$ cat config.mk
export PLATFORM = sky130hd
export DESIGN_NAME = add_unit
export DESIGN_NICKNAME = d
export VERILOG_FILES = /design/src/rtl/add_unit.sv
export SDC_FILE = /design/constraint.sdc
export NUM_CORES = 1
export LEC_CHECK = 0
export CAP_MARGIN = 20
export CORE_MARGIN = 8
export CORE_UTILIZATION = 40
export CTS_BUF_LIST = sky130_fd_sc_hd__clkbuf_4 sky130_fd_sc_hd__clkbuf_8
export DETAILED_ROUTE_END_ITERATION = 10
export PLACE_DENSITY = 0.8
export RECOVER_POWER = 100
export SLEW_MARGIN = 20
export SYNTH_ARGS = -nofsm -noshare
export SYNTH_HDL_FRONTEND = slang
export SYNTH_SLANG_ARGS = --single-unit
$ cat constraint.sdc
create_clock -name clk -period 4 [get_ports clk]
set_clock_uncertainty 0.05 [all_clocks]
set_input_delay 1 -clock clk [delete_from_list [all_inputs] [get_ports clk]]
set_output_delay 1 -clock clk [all_outputs]
set_load 0.01 [all_outputs]
$ cat src/rtl/add_unit.sv
// Registered unsigned adder with valid/ready handshakes on both sides and a
// wrapping count of results taken downstream.
module add_unit #(
  parameter int WIDTH = 4,
  parameter int CNT_W = 16
) (
  input  logic             clk,
  input  logic             rst_n,
  input  logic [WIDTH-1:0] a,
  input  logic [WIDTH-1:0] b,
  input  logic             in_valid,
  output logic             in_ready,
  output logic [WIDTH:0]   sum,
  output logic             carry,
  output logic             out_valid,
  input  logic             out_ready,
  output logic [CNT_W-1:0] done_cnt
);

  // Zero-extend both operands so the carry lands in the top bit.
  function automatic logic [WIDTH:0] add_ext(input logic [WIDTH-1:0] x,
                                             input logic [WIDTH-1:0] y);
    return {1'b0, x} + {1'b0, y};
  endfunction

  logic             acc_p0;
  logic             xfer_p0;
  logic [WIDTH:0]   sum_p1;
  logic             vld_p1;
  logic [CNT_W-1:0] cnt_p1;

  // Stage p0: handshake decode on the input operands.
  assign in_ready = !vld_p1 || out_ready;
  assign acc_p0   = in_valid && in_ready;
  assign xfer_p0  = vld_p1 && out_ready;

  // Stage p1: output register; the sum only loads on accept so idle operands never reach it.
  always_ff @(posedge clk or negedge rst_n) begin
    if (!rst_n) begin
      sum_p1 <= '0;
      vld_p1 <= 1'b0;
      cnt_p1 <= '0;
    end else begin
      if (acc_p0) begin
        sum_p1 <= add_ext(a, b);
        vld_p1 <= 1'b1;
      end else if (xfer_p0) begin
        vld_p1 <= 1'b0;
      end
      if (xfer_p0)
        cnt_p1 <= cnt_p1 + CNT_W'(1);
    end
  end

  assign sum       = sum_p1;
  assign carry     = sum_p1[WIDTH];
  assign out_valid = vld_p1;
  assign done_cnt  = cnt_p1;

endmodule

**Yosys cells after proc, flatten, opt, wreduce, memory -nomap -nowiden**

Cells that the tools add are included.

- Register bits: 22
- Word-level logic and storage cells: 12

- Muxes and demuxes: 2
- Reductions and logical operators: 5
- Add/subtract/negate cells: 2

Operators by type and width:

| cell | number |
|---|---|
| $add 16x1->16 const B | 1 |
| $add 4x4->5 | 1 |
| $logic_and 1x1->1 | 2 |
| $mux 1 | 2 |
| $reduce_bool 2->1 | 1 |
| $logic_not 1->1 | 1 |
| $logic_or 1x1->1 | 1 |

**Longest topological paths before layout**

Gate-level depths: netlist of run 1.

- Depth after elaboration: 4
- Gate-level depth with buffers: 7

**Least setup slack after synthesis of run 1**

No wires, ideal clock.

- Path type: input -> output
- Start point: in out_ready
- End point: out in_ready
- Buffers on the path: 0
- Arrival time: 1.183 ns
- Cell stages on the path: 1
- Slack: 1.767 ns
- Cells stage by stage: nand2b_1

- Word-level cells in the longest chain between the ends: 1

Ends and longest elaborated chain:

| what | line | text |
|---|---|---|
| start: declaration | 16 | `input logic out_ready,` |
| $logic_or 1x1->1 | 33 | `assign in_ready = !vld_p1 \|\| out_ready;` |
| end: declaration | 12 | `output logic in_ready,` |

No other way between the ends.

**Worst setup path after layout of run 1**

Same ends and word-level chain as after synthesis.

==> results.md, run 1 <==
* Status: finished, final reports clean
* Crit path required time at approximately 3.0 ns
* Synth unique cells at 26
* Largest net degree at the start of global routing at 23
* Switch Pwr at 195.1 uW
* Initial DRC count at 17
* Vias in the first global route at between 800 and 900
* Final wirelength at between 2 and 2.5 mm
* Initial Util at between 40% and 50%
* Worst slack, placed at about 0.7 ns
* Clock Tree Root: clkbuf_4
* RePlAce Congestion at approximately 0.78
* First-pass GRT wire length at approximately 3.8 mm
* Power share of the clock group at 25.7%
* Fin crit period at ~3.4 ns
* Synthesized area per cell at between 10 and 15 sq um
* DR vias/cell at between 5 and 6
* DIE AREA at 0.004626 sq mm
* Slew HR at around 21%
* Worst Setup Path Type: input port to output pin
* Yosys warnings at 0
* Largest buffer count on any clock path at 2
* Internal at ~460 uW
* Synthesized net count at about 110
* Total CTS buffers at 3
* Die width at between 60 and 70 um
* Worst r2r src: done_cnt[0]
* Startpoint types: input port
* Hold slack at around 0.44 ns
* Fin crit share at roughly 86%
* Crit. End Element: output pin
* WHS Path Cells at 2
* Ant. Diodes at 0
* Slowest-stage cell, CP: dlygate4sd3_1
* Hold-critical path endpoint: sum[1]
* Vias at 820
* Comb power frac at 27.1%
* CTS tree: built
* Worst-margin pin slew at 1.192 ns
* Max stage delay on crit path at around 0.62 ns
* Final Core Density at a little under three fifths
* DRT antenna net count at 0
* Final TNS setup at 0 ns
* RSZ-0062 raised after global routing: false
* IO Count at 36
* Total congestion overflow at 0
* Post-Synthesis Cells at between 90 and 100
* Post-route DRC at 0
* Pre-Repair DR Iteration Count at 4
* Switching Share at slightly below 30%
* WP buf/inv at 2
* Async SR Flop Fraction at between 90% and 100%
* Most used cell, CP: dlygate4sd3_1
* P_leak at a little over 0.7 nW
* Layout cells sized above 1 at ~5.3%
* Post-CTS setup buffer count at 0
* Final nets at 150
* PD cells at approximately 440 mW/mm^2
* # resized after CTS at 0
* Predominant post-synthesis flop cell: dfrtp_1
* Core Footprint at about 0.0027 sq mm
* Maximum vdd drop at ~0.36 mV
* Antenna violations before repair at 0
* Placed Cells incl. Taps at approximately 160
* # Max-Cap Violations at 0
* EDFF count, synth at 0
* Hpwl dp at ~1.9 mm
* Critical path launch point: out_ready
* Hold Startpoint: sum[1]
* Critical path fanouts, max at 4
* Global-route usage over all layers at a little over a tenth
* Worst reg2reg setup slack at between 2 and 2.5 ns
* # clock sinks at 22
* Final Non-Filler Cells at between 150 and 200
* Critical path's top delay family: buffers and inverters
* Worst hold-check path type: register to register
* Crit path depth at 3
* Clock transition at path regs at 0.13 ns
* Filler cells at approximately 250
* Input/output buffers at 35
* Sequential fraction of the synthesis area at roughly 51%
* Data arrival time of the worst path at between 2 and 2.5 ns
* Synthesis-to-finish area growth at 37.23%
* Hold-fix buffers at CTS at 0
* Sequential cell area at between 500 and 600 sq um
* Register bit total from synthesis at 22
* Maximum clock frequency at a little under 300 MHz
* Die Y at about 70 um
* CP Cell Sequence: dlygate4sd3_1 > nand2b_1 > dlygate4sd3_1
* Synthesized area at 0.001082 sq mm
* Num rows at 19
* Cell count of the worst reg-to-reg path at 5
* Sequential Power Share at 47.2%
* Multi-input gate area at roughly 480 sq um
* Final setup violating endpoints at 0
* Final hold viol count at 0
* Wire length per cell at 14.21 um
* Slew Limit Fails at 0
* Worst-skew pair later-pin latency at 0.30 ns
* Final WS setup at 0.5577 ns
* Max H-tree Level at 1
* FF-to-FF End: done_cnt[14]
cell usage after synthesis, types with 2 or more instances:
master	count	area (sq um)
a21o_1	2	15.01
a21oi_1	2	10.01
dfrtp_1	22	550.5
ha_1	5	62.56
inv_1	4	15.01
nand2_1	11	41.29
nand2b_1	2	12.51
nand3_1	5	25.02
nand4_1	4	25.02
nor2_1	3	11.26
o21ai_0	4	20.02
xnor2_1	10	87.58
xor2_1	7	61.31
tightest hold or removal path: stages (launching register included):
cell,delay (ns)
dfrtp_1,0.36
nand2_1,0.04
o21ai_0,0.06
state kept, by name (all words and copies together) (netlist names):
register   count
out_valid      1
done_cnt      16
sum            5
cells by family after synthesis:
family / share of synthesized area [%]
AO/OA/AOI/OAI: 4.162
flip-flops: 50.87
buffers and inverters: 2.427
XOR/XNOR: 13.76
AND/OR/NAND/NOR: 19.07
adder cells (fa/ha/maj): 7.630
multiplexers: 2.081
per-layer routing:
layer  global-route usage (%)  up-vias  wire [um]
met5                        0        -          0
met4                    3.069        0         14
met3                    4.255        2        229
met2                    17.82       27       1153
met1                    11.84      399        905
li1                         -      392          -
how the worst max path moves through the flow:
stage               end  slack [ns]
2_1_floorplan  in_ready        1.77
3_3_place_gp   in_ready        0.72
3_5_place_dp   in_ready        0.72
4_1_cts        in_ready        0.70
5_1_grt        in_ready        0.50
6_report       in_ready        0.56
per-stage QoR:
step           area (sq um)  total power [mW]
2_1_floorplan          1082            0.4007
3_3_place_gp           1460            0.5115
3_5_place_dp           1460            0.5187
4_1_cts                1513            0.6888
5_1_grt                1485            0.6957
6_report               1485            0.6580
power groups by stage:
stage / clock network [mW] / logic (mW) / registers [mW]
after global routing: 0.180 / 0.197 / 0.318
after floorplan: 0 / 0.0728 / 0.328
after detailed placement: 0 / 0.201 / 0.318
final: 0.169 / 0.178 / 0.310
after global placement: 0 / 0.197 / 0.314
after CTS: 0.173 / 0.202 / 0.313
layout make-up:
cell class                 count  area share (%)
clock inverter                 1           2.022
tap                           31           2.612
sequential                    22           37.07
inverter                       4           1.011
multi-input combinational     66           32.60
clock buffer                   3           1.516
timing repair buffer          35           23.17
layout by cell type, fill, tap and decap left out, drive strengths merged:
master / instances
o21ai: 4
xor2: 7
nand3: 5
fa: 1
nor4: 2
nor3: 1
a21o: 2
clkdlybuf4s50: 8
nand4: 6
nand2: 11
inv: 4
nand2b: 2
a21oi: 2
mux2: 2
dfrtp: 22
and2: 1
nor2: 3
dlygate4sd3: 26
bufinv: 1
and3: 1
ha: 5
or2: 1
xnor2: 10
clkbuf: 4
No activity file was read; power rests on OpenSTA's default activity.
==> inputs of run 2 (changes only) <==
--- a/config.mk
+++ b/config.mk
@@ -8,7 +8,8 @@
 export CAP_MARGIN = 20
 export CORE_MARGIN = 8
 export CORE_UTILIZATION = 40
-export CTS_BUF_LIST = sky130_fd_sc_hd__clkbuf_4 sky130_fd_sc_hd__clkbuf_8
+export CTS_BUF_LIST = sky130_fd_sc_hd__clkbuf_16
+export CTS_CLUSTER_DIAMETER = 120
 export DETAILED_ROUTE_END_ITERATION = 10
 export PLACE_DENSITY = 0.8
 export RECOVER_POWER = 100
==> constraint.sdc (replaced) <==
create_clock -name clk -period 4 [get_ports clk]
set_clock_uncertainty 0.05 [all_clocks]
set_input_delay 1 -clock clk [delete_from_list [all_inputs] [get_ports clk]]
set_output_delay 1 -clock clk [all_outputs]
set_load 0.005 [all_outputs]
==> run 2 against run 1 <==
  * Critical path depth unchanged
  * Maximum frequency up 0.76%
  * First-iteration DRC count up 94%
  * Sequential share of layout area down 1.5 points
  * Core utilization up 2.3 points
  * Clock power up 64%
  * Global-route usage up 0.64 points
  * Critical endpoint unchanged
==> results.md, run 2 (synthesis results as in run 1) <==
* Cell count of the worst reg-to-reg path at 5 (unchanged)
* Clock Tree Root: clkbuf_16 (was clkbuf_4)
* Sequential cell area at 550.5 sq um (unchanged)
* IO Count at 36 (unchanged)
* DIE AREA at 0.004626 sq mm (unchanged)
* Fin crit period at 3.416 ns (was 3.442 ns)
* Wire length per cell at 14.49 um (was 14.21 um)
* Vias at 839 (was 820)
* Worst slack, placed at 0.7523 ns (was 0.7177 ns)
* Final TNS setup at 0 ns (unchanged)
* Initial DRC count at 33 (was 17)
* Total congestion overflow at 0 (unchanged)
* Layout cells sized above 1 at 5.303% (was 5.344%)
* Multi-input gate area at 484.2 sq um (unchanged)
* Critical path launch point: out_ready (unchanged)
* Clock transition at path regs at 0.06 ns (was 0.13 ns)
* Most common cell after layout, fill and taps aside: dlygate4sd3_1 (unchanged)
* Total CTS buffers at 3 (unchanged)
* RePlAce Congestion at 0.7814 (unchanged)
* Status: finished, final reports clean (unchanged)
* Num rows at 19 (unchanged)
* Die Y at 68.02 um (unchanged)
* Core Footprint at 0.002663 sq mm (unchanged)
* Largest buffer count on any clock path at 2 (unchanged)
* Crit path required time at 2.95 ns (about the same)
* Worst-margin pin slew at 0.8835 ns (was 1.192 ns)
* Final wirelength at 2.362 mm (was 2.302 mm)
* WHS Path Cells at 2 (unchanged)
* Maximum clock frequency at 292.7 MHz (was 290.5 MHz)
* PD cells at 486.7 mW/mm^2 (was 443.1 mW/mm^2)
* Final hold viol count at 0 (unchanged)
* CTS tree: built (unchanged)
* Data arrival time of the worst path at 2.37 ns (was 2.39 ns)
* Critical path fanouts, max at 4 (unchanged)
* Antenna violations before repair at 0 (unchanged)
* Max H-tree Level at 1 (unchanged)
* Fin crit share at 85.41% (was 86.06%)
* Post-CTS setup buffer count at 0 (unchanged)
* Hold-fix buffers at CTS at 0 (unchanged)
* Final nets at 151 (was 150)
* # resized after CTS at 0 (unchanged)
* Worst r2r src: done_cnt[0] (unchanged)
* # Max-Cap Violations at 0 (unchanged)
* Largest net degree at the start of global routing at 23 (unchanged)
* Worst hold-check path type: register to register (unchanged)
* RSZ-0062 raised after global routing: false (unchanged)
* Crit. End Element: output pin (unchanged)
* P_leak at 0.7425 nW (was 0.7151 nW)
* Ant. Diodes at 0 (unchanged)
* Filler cells at 239 (was 246)
* Slew Limit Fails at 0 (unchanged)
* Vias in the first global route at 844 (unchanged)
* Maximum vdd drop at 0.3550 mV (was 0.3575 mV)
* First-pass GRT wire length at 3.926 mm (was 3.774 mm)
* Worst-skew pair later-pin latency at 0.25 ns (was 0.30 ns)
* Startpoint types: input port (unchanged)
* Final setup violating endpoints at 0 (unchanged)
* Initial Util at 40.65% (unchanged)
* Hpwl dp at 1.876 mm (unchanged)
* Most frequent cells in the layout: dlygate4sd3_1, dfrtp_1, nand2_1 (unchanged)
* Die width at 68.02 um (unchanged)
* Synthesis-to-finish area growth at 43.01% (was 37.23%)
* DR vias/cell at 5.147 (was 5.062)
* Slew HR at 41.10% (was 20.52%)
* Worst Setup Path Type: input port to output pin (unchanged)
* Max reg flops at 16 (unchanged)
* Hold Startpoint: sum[1] (unchanged)
* DRT antenna net count at 0 (unchanged)
* Final WS setup at 0.5836 ns (was 0.5577 ns)
* # clock sinks at 22 (unchanged)
* Global-route usage over all layers at 11.13% (was 10.49%)
* Input/output buffers at 35 (unchanged)
* Pre-Repair DR Iteration Count at 4 (unchanged)
* Post-route DRC at 0 (unchanged)
-- run 2: cell types whose count changed in the layout (fill, tap and decap cells not counted) --
cell / delta
clkbuf_16: +3
clkbuf_4: -3
dlygate4sd3_1: +1
-- run 2: layout make-up --
| class | instances | area share [%] |
|---|---|---|
| well taps | 31 | 2.506 |
| multi-input cells | 66 | 31.29 |
| clock buffers | 3 | 4.850 |
| flip-flops and latches | 22 | 35.57 |
| inverters | 4 | 0.9701 |
| repair buffers | 36 | 22.88 |
| clock inverters | 1 | 1.940 |
-- run 2: metrics by stage --
stage	total power, mW	std cells	instance area, sq um	utilization (%)	hold WS (ns)
after floorplan	0.3851	94	1082	-	0.4182
after global placement	0.4952	158	1460	54.84	0.4129
after detailed placement	0.5023	158	1460	54.84	0.4224
after CTS	0.7841	162	1565	58.79	0.4343
after global routing	0.7957	163	1548	58.13	0.4597
final	0.7532	163	1548	58.13	0.4258
-- run 2: worst paths after layout --
check	endpoint	slack [ns]
setup / recovery	in_ready	0.58
hold / removal	sum[1]	0.43
setup reg to reg	done_cnt[14]	2.23
hold reg to reg	sum[1]	0.43
max in group asynchronous	done_cnt[0]	1.82
min in group asynchronous	done_cnt[15]	1.00
-- run 2: power by group --
part / total (mW) / internal, mW / switching [mW] / leakage, nW
registers: 0.312 / 0.261 / 0.0510 / 0.285
clock network: 0.278 / 0.199 / 0.0790 / 0.0511
logic: 0.163 / 0.101 / 0.0622 / 0.406
total: 0.753 / 0.561 / 0.192 / 0.742
-- run 2: per-layer routing --
| metal | wire, um | vias to the layer above | global-route usage [%] |
|---|---|---|---|
| met1 | 920 | 406 | 12.43 |
| met4 | 46 | 0 | 4.604 |
| met3 | 241 | 7 | 5.237 |
| li1 | - | 396 | - |
| met5 | 0 | - | 0 |
| met2 | 1154 | 30 | 17.94 |
-- run 2: critical path, stage by stage --
cell and delay [ns]:
dlygate4sd3_1 0.59, nand2b_1 0.19, dlygate4sd3_1 0.59
==> inputs of run 3 (changes only) <==
--- a/config.mk
+++ b/config.mk
@@ -9,7 +9,7 @@
 export CORE_MARGIN = 8
 export CORE_UTILIZATION = 40
 export CTS_BUF_LIST = sky130_fd_sc_hd__clkbuf_16
-export CTS_CLUSTER_DIAMETER = 120
+export CTS_CLUSTER_SIZE = 16
 export DETAILED_ROUTE_END_ITERATION = 10
 export PLACE_DENSITY = 0.8
 export RECOVER_POWER = 100
==> results of run 3 <==
No change in the layout: final DEF, timing and power equal those of run 2.
